**src/rtl/spi_burst_ram.sv**
```systemverilog
// spi_burst_ram: command-decoded single-port RAM with burst addressing,
// a tx_valid/tx_ready read-data handshake and sticky error flags.
module spi_burst_ram #(
   parameter int DATA_WIDTH    = 8,
   parameter int ADDR_WIDTH    = 8,
   parameter int MEM_DEPTH     = 256,
   parameter int PAYLOAD_WIDTH = 8,
   parameter int AUTO_INC      = 1
) (
   input  logic                     clk,
   input  logic                     rst_n,
   input  logic [PAYLOAD_WIDTH+1:0] din,
   input  logic                     rx_valid,
   input  logic                     tx_ready,
   input  logic                     err_clr,
   output logic [DATA_WIDTH-1:0]    dout,
   output logic                     tx_valid,
   output logic                     addr_err,
   output logic                     ovf_err
);
   localparam logic [ADDR_WIDTH:0]   DEPTH = (ADDR_WIDTH+1)'(MEM_DEPTH);
   localparam logic [ADDR_WIDTH-1:0] LAST  = ADDR_WIDTH'(MEM_DEPTH - 1);

   logic [DATA_WIDTH-1:0]    mem [MEM_DEPTH];
   logic [1:0]               op;
   logic [PAYLOAD_WIDTH-1:0] pay;
   logic                     addr_bad, rd_ok;
   logic [ADDR_WIDTH-1:0]    wr_addr_q, wr_addr_d, rd_addr_q, rd_addr_d;
   logic [DATA_WIDTH-1:0]    dout_q, dout_d;
   logic                     tx_valid_q, tx_valid_d, addr_err_q, addr_err_d, ovf_err_q, ovf_err_d;

   assign op       = din[PAYLOAD_WIDTH+1:PAYLOAD_WIDTH];
   assign pay      = din[PAYLOAD_WIDTH-1:0];
   assign addr_bad = ((pay >> ADDR_WIDTH) != '0) || ({1'b0, pay[ADDR_WIDTH-1:0]} >= DEPTH);
   assign rd_ok    = !tx_valid_q || tx_ready;

   // Wrap explicitly at the last word so non-power-of-2 depths stay in range.
   function automatic logic [ADDR_WIDTH-1:0] nxt(input logic [ADDR_WIDTH-1:0] a);
      return (AUTO_INC == 0) ? a : (a == LAST) ? '0 : a + 1'b1;
   endfunction

   always_ff @(posedge clk)
      if (rx_valid && op == 2'b01) mem[wr_addr_q] <= pay[DATA_WIDTH-1:0];

   always_comb begin
      wr_addr_d  = wr_addr_q;
      rd_addr_d  = rd_addr_q;
      dout_d     = dout_q;
      tx_valid_d = tx_valid_q && !tx_ready;
      addr_err_d = addr_err_q && !err_clr;
      ovf_err_d  = ovf_err_q && !err_clr;
      if (rx_valid) begin
         case (op)
            2'b00: if (addr_bad) addr_err_d = 1'b1; else wr_addr_d = pay[ADDR_WIDTH-1:0];
            2'b01: wr_addr_d = nxt(wr_addr_q);
            2'b10: if (addr_bad) addr_err_d = 1'b1; else rd_addr_d = pay[ADDR_WIDTH-1:0];
            default:
               if (rd_ok) begin
                  dout_d     = mem[rd_addr_q];
                  tx_valid_d = 1'b1;
                  rd_addr_d  = nxt(rd_addr_q);
               end else ovf_err_d = 1'b1;
         endcase
      end
   end

   always_ff @(posedge clk or negedge rst_n)
      if (!rst_n) begin
         wr_addr_q  <= '0;
         rd_addr_q  <= '0;
         dout_q     <= '0;
         tx_valid_q <= 1'b0;
         addr_err_q <= 1'b0;
         ovf_err_q  <= 1'b0;
      end else begin
         wr_addr_q  <= wr_addr_d;
         rd_addr_q  <= rd_addr_d;
         dout_q     <= dout_d;
         tx_valid_q <= tx_valid_d;
         addr_err_q <= addr_err_d;
         ovf_err_q  <= ovf_err_d;
      end

   assign dout     = dout_q;
   assign tx_valid = tx_valid_q;
   assign addr_err = addr_err_q;
   assign ovf_err  = ovf_err_q;
endmodule

```
**config.mk**
```make
export PLATFORM = sky130hd
export DESIGN_NAME = spi_burst_ram
export DESIGN_NICKNAME = d
export VERILOG_FILES = /design/src/rtl/spi_burst_ram.sv
export SDC_FILE = /design/constraint.sdc
export NUM_CORES = 2
export LEC_CHECK = 0
export BUFFER_PORTS_ARGS = -buffer_cell sky130_fd_sc_hd__buf_4
export CORE_UTILIZATION = 40
export CTS_CLUSTER_SIZE = 40
export DETAILED_ROUTE_END_ITERATION = 12
export PLACE_DENSITY = 0.64
export REMOVE_ABC_BUFFERS = 1
export SLEW_MARGIN = 0
export SYNTH_ARGS = -nofsm -noshare
export SYNTH_HDL_FRONTEND = slang
export SYNTH_SLANG_ARGS = --single-unit
```
**constraint.sdc**
```tcl
create_clock -name clk -period 6.9 [get_ports clk]
set_input_delay 0.69 -clock clk [delete_from_list [all_inputs] [get_ports clk]]
set_output_delay 0.69 -clock clk [all_outputs]
set_load 0.05 [all_outputs]
```
==> results.tsv <==
metric	value	unit
timing.final.crit_share	0.611	
die_height	453	um
slew_headroom	0.0320	
track_usage	0.192	
critPathMaxFanout	43	
slew_violations	0	
max-cap-violations	0	
grt_antenna_before_repair	5	
coreArea	202000	um2
cpPeakStageDelay	0.98	ns
crit_chain	clkinv_2, buf_4, mux4_2, nor2_1, nor3_1, nand4_1, o311ai_1	
muxShareOfSynthArea	0.146	
post_cts_resized	0	
start_util	0.403	
synth_top_area_cell	edfxtp_1	
synthArstFlopShare	0.0130	
grt_pass1_wl	287000	um
synth_area	81400	um2
dpl.hpwl	116000	um
crit_slowest_cell	clkinv_2	
reg2reg_to	dout[2]$_DFFE_PN0P_	
tightest_slew	1.45	ns
ys_warn_count	0	
clock_skew	0.0574	ns
ys_ff_latch	2075	
cts_tree	yes	
cts.path.max_buffers	3	
p_leak	29.0	nW
start_kind	flop	
end_kind	flop	
yosysTopAreaCellShare	0.755	
utilization	0.449	
path_depth	7	
clkTransAtPathRegs	0.07	ns
hp-start	tx_ready	
gp_congestion	0.868	
wl_per_cell	28.4	um
hold_path.class	input pin to flop	
synthAdderAreaFrac	0.000768	
synth_compound_gate_area_share	0.0343	
syn2layout_area_growth	11.6	%
reg2reg_from	rd_addr_q[3]$_DFFE_PN0P_	
clock_latency	0.84	ns
grt_start_max_net_pins	183	
antenna_left	0	
wirelength	199000	um
drc	0	
die_x	453	um
final_common_cell	edfxtp_1	
power.total	31.0	mW
cp_top_family	buffers and inverters	
power_density	341	nW/um2
final_cell_mix	2048 x edfxtp_1, 364 x mux2i_1, 355 x mux4_2	
max_freq	0.237	GHz
fillCellCount	16900	
rsz0062_at_grt	false	
drt_iter0_drc	4799	
synthCells	4106	
syn_area_per_cell	19.8	um2
hold_depth	3	
finalSetupViolCount	0	
synth.distinct_cells	53	
htreeDepth	4	
synth_area_leaders	edfxtp_1 76%, mux4_2 9.8%, mux2i_1 4.5%, nor2_1 1.3%, a22oi_1 1.3%	
worstPathArrival	4.95	ns
cp.required	7.64	ns
num_rows	165	
hold_end	tx_valid$_DFF_PN0_	
vias	40400	
fin_nets	4177	
synthSimpleGateAreaFrac	0.0354	
synth_xor_area_frac	0	
synth.yosys.seq_area_share	0.763	
final_hold_viol_count	0	
port-buffer-count	25	
synthFlopType	edfxtp_1	
status	complete, no violations	
path_buf_inv	2	
crit_type	flop to flop	
cts.sinks	2075	
vdd.ir_drop.worst	0.204	mV
vias_per_cell	5.77	
synth_top_family_by_area	multiplexers	
cts_buffers	198	
clockRootBuffer	clkbuf_16	
drive_gt1_frac	0.183	
die_area	205000	um2
fin_crit	4.21	ns
grt_overflow	0	
io_pins	26	
critPathLaunch	rd_addr_q[3]$_DFFE_PN0P_	
r2r_slack	2.69	ns
synth_edf_count	2048	
grt_pass1_vias	40000	
dr.pass1.iters	8	
ff2ff_path_depth	7	
[routing by layer]
layer,routed length (um),GRT usage,vias up
met5,27,0,-
met4,6490,0.0649,4
met3,16000,0.0352,326
met2,93200,0.297,1840
met1,83100,0.275,21200
li1,-,-,17000
[worst min-delay path: stages]
cell	delay, ns
buf_4	0.08
nand2b_1	0.13
nand2_1	0.06
[repair_timing]
action	CTS	global route
hold buffers	2	0
setup buffers	0	0
endpoints found under the hold margin	29	0
[synth_stat cells (7+ instances only)]
master / instances
o221ai_1: 32
nand2b_1: 10
mux4_2: 355
mux2i_1: 364
and3_1: 8
and2_1: 49
nand3_1: 45
buf_8: 7
mux2_2: 24
nand2_1: 138
edfxtp_1: 2048
o21ai_0: 20
nor2_1: 282
a22oi_1: 137
a32oi_1: 9
nor3_1: 22
o22ai_1: 98
buf_6: 47
buf_1: 14
nor2b_1: 11
nand4_1: 29
buf_4: 37
o211ai_1: 9
buf_2: 50
a21oi_1: 24
clkbuf_1: 94
o31ai_1: 8
inv_1: 7
o311ai_1: 7
dfrtp_1: 27
a31oi_1: 34
a211oi_1: 16
[layout make-up]
type | instances | area (um2) | share of cell area
well taps | 2672 | 3340 | 0.0368
clock inverters | 114 | 1440 | 0.0158
flip-flops and latches | 2075 | 62200 | 0.684
inverters | 8 | 31.3 | 0.000344
clock buffers | 249 | 5240 | 0.0577
repair buffers | 101 | 958 | 0.0105
diodes | 2 | 5.00 | 0.0000551
multi-input cells | 1773 | 17700 | 0.194
[cells by family (layout without fill, tap and decap cells)]
kind of cell             count (synthesis)  in the layout
AO/OA/AOI/OAI                          399            399
buffers and inverters                  258            472
other                                    0              2
flip-flops                            2075           2075
adder cells (fa/ha/maj)                  5              5
AND/OR/NAND/NOR                        626            626
multiplexers                           743            743
[through the flow]
step           hold slack, ns  cell area [um2]  cells  setup TNS, ns  setup slack (ns)
2_1_floorplan           0.394            79800   3856        -211.11            -16.11
3_3_place_gp            0.484            84200   6625              0              2.15
3_5_place_dp            0.502            84200   6626              0              2.33
4_1_cts                 0.109            90900   6991              0              2.74
5_1_grt                 0.143            90900   6992              0              2.62
6_report                0.164            90900   6994              0              2.69
[how the worst max path moves through the flow]
stage / to
global placement: mem[134][0]$_DFFE_PP_
CTS: dout[5]$_DFFE_PN0P_
global route: dout[0]$_DFFE_PN0P_
finish: dout[2]$_DFFE_PN0P_
detailed placement: mem[80][5]$_DFFE_PP_
floorplan: dout[3]$_DFFE_PN0P_
[power breakdown]
group	leakage [nW]	switching [mW]	internal [mW]
logic	6.99	3.49	2.12
clock network	3.25	4.70	6.48
registers	18.7	0.259	13.9
total	29.0	8.45	22.5
[flip-flops by register name, indices dropped and copies added (netlist names)]
| signal | cells |
|---|---|
| rd_addr_q | 8 |
| mem | 2048 |
| wr_addr_q | 8 |
| ovf_err | 1 |
| addr_err | 1 |
| dout | 8 |
| tx_valid | 1 |
(Power assumes the default switching activity.)
